[config.mk]
export PLATFORM = sky130hd
export DESIGN_NAME = bcd_unit_counter
export DESIGN_NICKNAME = d
export VERILOG_FILES = /design/src/rtl/clock_pkg.sv /design/src/rtl/bcd2_step.sv /design/src/rtl/bcd_unit_counter.sv
export SDC_FILE = /design/constraint.sdc
export NUM_CORES = 1
export LEC_CHECK = 0
export BUFFER_PORTS_ARGS = -buffer_cell sky130_fd_sc_hd__buf_2
export CAP_MARGIN = 30
export CORE_MARGIN = 2
export CORE_UTILIZATION = 45
export DETAILED_ROUTE_END_ITERATION = 7
export GPL_ROUTABILITY_DRIVEN = 0
export PLACE_DENSITY = 0.66
export SYNTH_ARGS = -nofsm -noshare
export SYNTH_HDL_FRONTEND = slang
export SYNTH_HIERARCHICAL = 1
export SYNTH_SLANG_ARGS = --single-unit
export TNS_END_PERCENT = 1
[constraint.sdc]
create_clock -name clk -period 7.3 [get_ports clk]
set_input_delay 0 -clock clk [delete_from_list [all_inputs] [get_ports clk]]
set_output_delay 0 -clock clk [all_outputs]
set_load 0.05 [all_outputs]
[src/rtl/clock_pkg.sv]
// -----------------------------------------------------------------------------
// clock_pkg
//   Shared types and helpers for the BCD time-unit counters of the clock chain.
//   - bcd_digit_t / bcd2_t : one BCD digit and a packed two-digit BCD value
//   - rpt_state_t          : states of the optional auto-repeat FSM
//   - bin_to_bcd2()        : binary 0..99 to two-digit BCD (used on constants)
//   - bcd2_legal()         : both nibbles decimal and value inside [lo, hi]
// -----------------------------------------------------------------------------
package clock_pkg;

   typedef logic [3:0] bcd_digit_t;
   typedef logic [7:0] bcd2_t;

   typedef enum logic [1:0] {
      RPT_IDLE   = 2'd0,
      RPT_DELAY  = 2'd1,
      RPT_REPEAT = 2'd2
   } rpt_state_t;

   function automatic bcd2_t bin_to_bcd2(input int unsigned v);
      bcd_digit_t tens;
      bcd_digit_t units;
      tens  = bcd_digit_t'((v / 32'd10) % 32'd10);
      units = bcd_digit_t'(v % 32'd10);
      return {tens, units};
   endfunction

   // Legal BCD codes compare in the same order as their decimal values,
   // so the range check can be done directly on the packed byte.
   function automatic logic bcd2_legal(input bcd2_t v, input bcd2_t lo, input bcd2_t hi);
      return (v[7:4] <= 4'd9) && (v[3:0] <= 4'd9) && (v >= lo) && (v <= hi);
   endfunction

endpackage

[src/rtl/bcd2_step.sv]
// -----------------------------------------------------------------------------
// bcd2_step
//   Combinational +1 / -1 step of a two-digit BCD value inside [lo_i, hi_i],
//   wrapping at both ends. Shared by the run-mode tick and set-mode up/down.
// Ports
//   v_i       : current value (legal BCD, inside range)
//   dir_i     : 1 = increment, 0 = decrement
//   lo_i/hi_i : range limits in BCD
//   nxt_o     : stepped value
//   wrapped_o : 1 when the step wrapped (hi->lo going up, lo->hi going down)
// -----------------------------------------------------------------------------
module bcd2_step
   import clock_pkg::*;
(
   input  logic [7:0] v_i,
   input  logic       dir_i,
   input  logic [7:0] lo_i,
   input  logic [7:0] hi_i,
   output logic [7:0] nxt_o,
   output logic       wrapped_o
);

   // BCD increment/decrement with carry/borrow between the digits
   always_comb begin
      nxt_o     = v_i;
      wrapped_o = 1'b0;
      if (dir_i) begin
         if (v_i == hi_i) begin
            nxt_o     = lo_i;
            wrapped_o = 1'b1;
         end else if (v_i[3:0] >= 4'd9) begin
            nxt_o = {v_i[7:4] + 4'd1, 4'd0};
         end else begin
            nxt_o = {v_i[7:4], v_i[3:0] + 4'd1};
         end
      end else begin
         if (v_i == lo_i) begin
            nxt_o     = hi_i;
            wrapped_o = 1'b1;
         end else if (v_i[3:0] == 4'd0) begin
            nxt_o = {v_i[7:4] - 4'd1, 4'd9};
         end else begin
            nxt_o = {v_i[7:4], v_i[3:0] - 4'd1};
         end
      end
   end

endmodule

[src/rtl/bcd_unit_counter.sv]
// -----------------------------------------------------------------------------
// bcd_unit_counter
//   Two-digit BCD time-unit counter (seconds, minutes, 24h or 12h hours).
//   Run mode counts on tick and emits TC on the MAX->MIN wrap; set mode steps
//   on rising edges of up/down with wrap both ways; load takes a preset value
//   with range checking. Priority: reset > load > set-mode step > tick.
// Configuration
//   AUTO_REPEAT_EN : when defined, holding a single button in set mode
//                    auto-repeats after REPEAT_DELAY cycles, then every
//                    REPEAT_PERIOD cycles. Undefined: edge stepping only.
// Ports
//   clk      : clock, all logic on posedge
//   reset    : synchronous active-high reset
//   tick     : one-cycle count enable from the lower stage
//   set_ena  : 1 = set mode, 0 = run mode
//   up/down  : synchronised, debounced button levels
//   load     : one-cycle parallel-load strobe
//   load_val : BCD value to load
//   BCD_out  : current value (registered)
//   TC       : one-cycle pulse on run-mode wrap (registered)
//   load_err : one-cycle pulse when load_val was rejected (registered)
// -----------------------------------------------------------------------------
module bcd_unit_counter
   import clock_pkg::*;
#(
   parameter int unsigned MOD_N         = 24,
   parameter int unsigned MIN_VAL       = 0,
   parameter int unsigned REPEAT_DELAY  = 500,
   parameter int unsigned REPEAT_PERIOD = 100
) (
   input  logic       clk,
   input  logic       reset,
   input  logic       tick,
   input  logic       set_ena,
   input  logic       up,
   input  logic       down,
   input  logic       load,
   input  logic [7:0] load_val,
   output logic [7:0] BCD_out,
   output logic       TC,
   output logic       load_err
);

   localparam bcd2_t LO_BCD = bin_to_bcd2(MIN_VAL);
   localparam bcd2_t HI_BCD = bin_to_bcd2(MIN_VAL + MOD_N - 32'd1);

   logic [7:0] val_q, val_d;
   logic       tc_q, tc_d;
   logic       err_q, err_d;
   logic       up_q, down_q;

   logic       up_rise_s, down_rise_s;
   logic       edge_step_s;
   logic       rpt_step_s;
   logic       rpt_dir_s;
   logic       step_dir_s;
   logic [7:0] step_nxt_s;
   logic       step_wrap_s;

   assign up_rise_s   = up & ~up_q;
   assign down_rise_s = down & ~down_q;
   // simultaneous rises cancel out
   assign edge_step_s = set_ena & (up_rise_s ^ down_rise_s);
   assign step_dir_s  = set_ena ? (rpt_step_s ? rpt_dir_s : up_rise_s) : 1'b1;

   bcd2_step u_step (
      .v_i       (val_q),
      .dir_i     (step_dir_s),
      .lo_i      (LO_BCD),
      .hi_i      (HI_BCD),
      .nxt_o     (step_nxt_s),
      .wrapped_o (step_wrap_s)
   );

`ifdef AUTO_REPEAT_EN
   localparam int unsigned RPT_MAX = (REPEAT_DELAY > REPEAT_PERIOD) ? REPEAT_DELAY : REPEAT_PERIOD;
   localparam int          CNT_W   = $clog2(RPT_MAX);
   // Counter runs down to zero; loading N-1 yields a step N cycles later.
   localparam logic [CNT_W-1:0] DLY_LD = CNT_W'(REPEAT_DELAY - 32'd1);
   localparam logic [CNT_W-1:0] PER_LD = CNT_W'(REPEAT_PERIOD - 32'd1);

   rpt_state_t       rpt_state_q;
   logic [CNT_W-1:0] rpt_cnt_q;
   logic             rpt_dir_q;
   logic             rpt_exit_s;
   logic             rpt_start_s;

   assign rpt_exit_s  = load | ~set_ena | (up & down) | (rpt_dir_q ? ~up : ~down);
   assign rpt_start_s = edge_step_s & ~load & ~(up & down);
   assign rpt_step_s  = (rpt_state_q != RPT_IDLE) & ~rpt_exit_s & (rpt_cnt_q == {CNT_W{1'b0}});
   assign rpt_dir_s   = rpt_dir_q;

   // Auto-repeat FSM: IDLE -> DELAY on an edge step, DELAY -> REPEAT on first repeat
   always_ff @(posedge clk) begin
      if (reset) begin
         rpt_state_q <= RPT_IDLE;
         rpt_cnt_q   <= {CNT_W{1'b0}};
         rpt_dir_q   <= 1'b0;
      end else begin
         case (rpt_state_q)
            RPT_IDLE: begin
               if (rpt_start_s) begin
                  rpt_state_q <= RPT_DELAY;
                  rpt_cnt_q   <= DLY_LD;
                  rpt_dir_q   <= up_rise_s;
               end
            end
            RPT_DELAY: begin
               if (rpt_exit_s) begin
                  rpt_state_q <= RPT_IDLE;
                  rpt_cnt_q   <= {CNT_W{1'b0}};
               end else if (rpt_cnt_q == {CNT_W{1'b0}}) begin
                  rpt_state_q <= RPT_REPEAT;
                  rpt_cnt_q   <= PER_LD;
               end else begin
                  rpt_cnt_q   <= rpt_cnt_q - {{(CNT_W-1){1'b0}}, 1'b1};
               end
            end
            RPT_REPEAT: begin
               if (rpt_exit_s) begin
                  rpt_state_q <= RPT_IDLE;
                  rpt_cnt_q   <= {CNT_W{1'b0}};
               end else if (rpt_cnt_q == {CNT_W{1'b0}}) begin
                  rpt_cnt_q   <= PER_LD;
               end else begin
                  rpt_cnt_q   <= rpt_cnt_q - {{(CNT_W-1){1'b0}}, 1'b1};
               end
            end
            default: begin
               rpt_state_q <= RPT_IDLE;
               rpt_cnt_q   <= {CNT_W{1'b0}};
            end
         endcase
      end
   end
`else
   logic unused_rpt_cfg_s;

   assign rpt_step_s       = 1'b0;
   assign rpt_dir_s        = 1'b0;
   assign unused_rpt_cfg_s = ^{REPEAT_DELAY, REPEAT_PERIOD};
`endif

   // Next value: load, then set-mode step, then run-mode tick
   always_comb begin
      val_d = val_q;
      tc_d  = 1'b0;
      err_d = 1'b0;
      if (load) begin
         if (bcd2_legal(load_val, LO_BCD, HI_BCD)) begin
            val_d = load_val;
         end else begin
            val_d = LO_BCD;
            err_d = 1'b1;
         end
      end else if (set_ena) begin
         if (edge_step_s || rpt_step_s) begin
            val_d = step_nxt_s;
         end else begin
            val_d = val_q;
         end
      end else if (tick) begin
         val_d = step_nxt_s;
         tc_d  = step_wrap_s;
      end else begin
         val_d = val_q;
      end
   end

   // Value, output pulses and button history registers
   always_ff @(posedge clk) begin
      if (reset) begin
         val_q  <= LO_BCD;
         tc_q   <= 1'b0;
         err_q  <= 1'b0;
         up_q   <= 1'b0;
         down_q <= 1'b0;
      end else begin
         val_q  <= val_d;
         tc_q   <= tc_d;
         err_q  <= err_d;
         up_q   <= up;
         down_q <= down;
      end
   end

   assign BCD_out  = val_q;
   assign TC       = tc_q;
   assign load_err = err_q;

endmodule
---- Word level (Yosys, flattened, before mapping) ----
Cells that the tools add are included.
Widths: inputs -> output; s select.
storage, ports and cells
  word-level logic and storage cells ...... 48
  bits in registers ....................... 12
cells by class
  magnitude comparators ................... 5
  bitwise logic cells ..................... 8
  muxes and demuxes ....................... 15
  equality and inequality tests ........... 2
  reductions and logical operators ........ 9
  add/sub/neg operators ................... 4
operators with widths
  operator             number
  $mux 8               10
  $add 4x1->4 const B  2
  $eq 8x6->1 const B   1
  $ge 8x1->1 const B   1
  $le 4x4->1 const B   2
  $le 8x6->1 const B   1
  $logic_not 8->1      1
  $sub 4x1->4 const B  2
  $mux 1               5
  $ge 4x4->1 const B   1
  $logic_not 4->1      1
  $not 1->1            4
  $reduce_or 4->1      1
  $and 1x1->1          3
  $logic_and 1x1->1    3
  $ne 3x1->1 const B   1
  $reduce_bool 3->1    1
  $reduce_and 2->1     1
  $reduce_or 2->1      1
  $xor 1x1->1          1

---- Longest topological paths before layout ----
  depth in word-level cells ............... 7
  gate-level depth with buffers ........... 12
  depth with buffers taken out ............ 11

---- Hierarchy ----
The synthesis kept the hierarchy.
by module, submodules not included
  module            times used  area each (um^2)  seq. area each (um^2)  cells each
  bcd2_step         1           798.3             0.0                    110
  bcd_unit_counter  1           651.9             240.2                  77

---- Worst setup path before layout ----
No wires, ideal clock.
  path type ............................... reg-to-reg
  start point ............................. register val_q[1], in the netlist BCD_out[1]
  end point ............................... register val_q[5], in the netlist BCD_out[5]
  arrival time ............................ 2925 ps
  data required time ...................... 7160 ps
  path slack .............................. 4236 ps
  cell stages (with the launch flop) ...... 11
  path buffers ............................ 0
  cell sequence ........................... dfxtp_1 > inv_1 > ha_1 > or3b_2 > nand2_1 > mux2_2 > mux2_4 > a221o_1 > nand2b_1 > o21ai_0 > a221oi_1
between the ends
  longest elaborated chain between the ends .. 7
  elaborated cells on any way between the ends .. 13
  those cells by class .................... 1 x order compare; 1 x eq/ne; 9 x mux; 2 x reduce/logical
ends and longest elaborated chain
  what                                           line                                              source
  start: declaration                             bcd_unit_counter.sv:47                            logic [7:0] val_q, val_d;
  start signal: assignment                       bcd_unit_counter.sv:179                           val_q <= val_d;
  $ge 4x4->1 or $logic_not 4->1 (tied branches)  bcd2_step.sv:31, bcd2_step.sv:40
  $mux 8, on equally long branches               bcd2_step.sv:31, bcd2_step.sv:40
  $mux 8, on equally long branches               bcd2_step.sv:28, bcd2_step.sv:37
  $mux 8 (*)                                     bcd2_step.sv:27                                   if (dir_i) begin
  net step_nxt_s[5]                              bcd_unit_counter.sv:57                            logic [7:0] step_nxt_s;
  $mux 8, on equally long branches               bcd_unit_counter.sv:162, bcd_unit_counter.sv:157
  $mux 8 (*)                                     bcd_unit_counter.sv:156                           end else if (set_ena) begin
  $mux 8 (*)                                     bcd_unit_counter.sv:149                           if (load) begin
Mark *: on every way through the listed nets, which the timed path passes. The rest lies on a longest branch. The select of a mux whose other input is x is not followed.
A chain may end at the register's enable or synchronous reset.

---- Final worst setup path ----
  start point ............................. register val_q[0], in the netlist BCD_out[0]
  end point ............................... register val_q[5], in the netlist BCD_out[5]
The elaborated chain is that of the path after synthesis.

==> impl_metrics.ini <==
[run_status]
outcome = finished, final reports clean

[route]
drt-wirelength-per-cell_um = 12.9
drc = 0
vias_per_cell = 5.23
drt.antenna.violating_nets = 0
detailroute.via_count = 1464
wl_um = 3610
drt_iter0_markers = 99
first_pass_iters = 4

[global_route]
grt_pass1_wl_um = 5800
grt_util_all_layers = 0.206
grt_max_degree = 19
number_of_antenna_violations_at_the_first_check_in_global_routing = 0
via_count_of_the_first_global_routing_pass = 1202
overflow = 0

[floorplanning]
dieArea_mm2 = 0.00369
rows = 20
start_util = 0.475
die_height_um = 60.8
top_level_ports = 25
dieWidth_um = 60.8
core_region_area_mm2 = 0.00305

[min_path]
timing.hold.worst.class = in -> reg
worst_hold_startpoint = load_val[1]

[setup_path]
timing.critical_path.from = BCD_out[0]$_SDFFE_PP0P_
required_ps = 7440
worstSetupStartpointType = flip-flop
worst_ep_arrival_time_ps = 3080
worst_r2r_startpoint = BCD_out[0]$_SDFFE_PP0P_
crit_path_end_kind = flip-flop
critical_path.top_delay_family = simple AND/OR/NAND/NOR gates
worst-setup-path-type = reg -> reg
critPathMaxStageDelay_ps = 510
setup.reg_to_reg.worst_slack_ps = 4360
critical_path_buf_inv_count = 1
worstPathCellList = inv_1 > ha_1 > or3b_2 > nand2_1 > mux2_2 > mux2_4 > a221o_1 > nand2b_1 > o21ai_0 > a221oi_1
slowest_stage_cell_cp = or3b_2
critical_path_peak_fanout = 11

[final_layout]
number_of_filler_cells_placed_in_the_layout = 312
fin_nets = 257
flow.area_growth_from_synthesis_pct = 18.6
layout.area.seq_um2 = 240
utilization = 0.563
ratio_of_cells_with_drive_above_1_in_the_final_layout = 0.178
area_taken_by_multi_input_logic_gates_mm2 = 0.00119
n_antenna_cell = 0
final_area_mm2 = 0.00172

[clock_tree]
htreeDepth = 1
cts_root_buf = clkbuf_4
cts_max_path_buffers = 2
cts_resized = 0
tritoncts = yes
numCtsBuffers = 3
path_clk_slew_ps = 80
clock_latency_ps = 280
clock_sink_count = 12

[synthesis]
syn-cell-area_mm2 = 0.00145
synth-async-reset-ratio = 0
synth-seq-cells = 12
post_synth_num_cell_types = 48
leading_register_cell_type_out_of_synthesis = dfxtp_1
netlist.top_cell.by_area = dfxtp_1
synth.most_common_cell = xnor2_1
syn_avg_cell_area_um2 = 7.75
synthesis.instances = 187
ys_seq_area_frac = 0.166
synth_largest_type_area_fraction = 0.166
synthTopCellsByCount = xnor2_1 (17), a21oi_1 (15), nor2_1 (15)
edff_count_synth = 0
synth.top_cells.by_area = dfxtp_1 (17%), xnor2_1 (10%), a21oi_1 (5.2%), ha_1 (4.3%), a221o_1 (4.1%)
synthesis.yosys.warnings = 6

[sta]
period_minus_slack_ps = 2940
drv_slew = 0
grt_setup_unrepaired = false
maxClockFrequency_ghz = 0.340
slew_headroom = 0.320
worst-slew-pin-transition_ps = 1010
min_period_over_period = 0.402
final-setup-viol-count = 0
finalClockSkew_ps = 0.555
final-hold-violation-count = 0
fin_setup_tns_ps = 0

[power_and_ir_drop]
design_power_total_w = 0.000237
power.density_cell_area_mw_per_mm2 = 138
total_leakage_power_nw = 0.739
ir_worst_vdd_v = 0.000105

[placed_design]
detailed_place.area_mm2 = 0.00165
post-dp-hpwl_um = 2680
port_buffers = 24

[job]
cap_violations = 0
[cell usage in the layout (no fill, tap or decap), drive strengths merged, types with 4 or more instances in the layout]
master  Yosys  final
a21oi      15     15
nor3        7      7
nor2       15     15
a221oi      4      4
nand4       5      5
xnor2      20     20
a211oi      6      6
nand2      11     11
buf         6     24
dfxtp      12     12
nand2b      4      4
clkbuf      6      4
a221o       6      6
ha          5      5
nand3       5      5
inv        13     13
nor2b       4      4
conb        2     32
o21ai       8      8
[logic make-up (layout without fill, tap and decap cells)]
family / Yosys count / count (layout) / share of synthesized area
and+or+nand+nor: 61 / 61 / 0.236
muxes: 5 / 5 / 0.0423
other: 2 / 32 / 0.00518
buffers and inverters: 25 / 44 / 0.0923
adders and majority gates: 5 / 5 / 0.0431
xor gates and xnor gates: 22 / 22 / 0.148
AOI/OAI and AO/OA: 55 / 55 / 0.267
DFF: 12 / 12 / 0.166
[tightest hold or removal path, delay by kind of cell]
family	cells	cell delay [ps]
AOI/OAI and AO/OA	1	70
buffers and inverters	1	110
and+or+nand+nor	1	60
[stage by stage]
| stage | hold slack (ps) | instances | worst slack (ps) |
|---|---|---|---|
| 4_1_cts | 18.0 | 280 | 4370 |
| 5_1_grt | 25.3 | 280 | 4150 |
| 3_3_place_gp | 236 | 273 | 4420 |
| 2_1_floorplan | 128 | 217 | 4240 |
| 6_report | 17.3 | 280 | 4360 |
| 3_5_place_dp | 243 | 273 | 4390 |
[final timing paths]
| check | cells after the start | endpoint |
|---|---|---|
| hold / removal | 3 | BCD_out[1]$_SDFFE_PP0P_ |
| setup reg to reg | 10 | BCD_out[5]$_SDFFE_PP0P_ |
| setup / recovery | 10 | BCD_out[5]$_SDFFE_PP0P_ |
| hold reg to reg | 2 | BCD_out[1]$_SDFFE_PP0P_ |
[metal layers]
layer / global-route usage / routed length (um)
met1: 0.310 / 1720
met3: 0.0448 / 236
met2: 0.310 / 1650
met4: 0.0248 / 3
met5: 0 / 0
[state kept, by name, indices dropped and copies added (netlist names)]
| name | count |
|---|---|
| down_q | 1 |
| BCD_out | 8 |
| TC | 1 |
| up_q | 1 |
| load_err | 1 |
[report_power, final]
group / leakage (nW) / total (W) / switching [W] / internal, W
combinational: 0.620 / 0.000103 / 0.0000592 / 0.0000436
sequential: 0.0986 / 0.0000804 / 0.0000110 / 0.0000694
clock: 0.0210 / 0.0000538 / 0.0000234 / 0.0000303
[timing repair]
action,in CTS,in global routing
endpoints found under the hold margin,3,0
setup buffers,0,0
hold buffers,3,0
[layout make-up]
type,instances,area share
Clock buffer,4,0.0211
Timing Repair Buffer,27,0.0873
Multi-Input combinational cell,180,0.691
Sequential cell,12,0.140
Inverter,13,0.0284
Tap cell,44,0.0320
No activity file was read; power rests on OpenSTA's default activity.
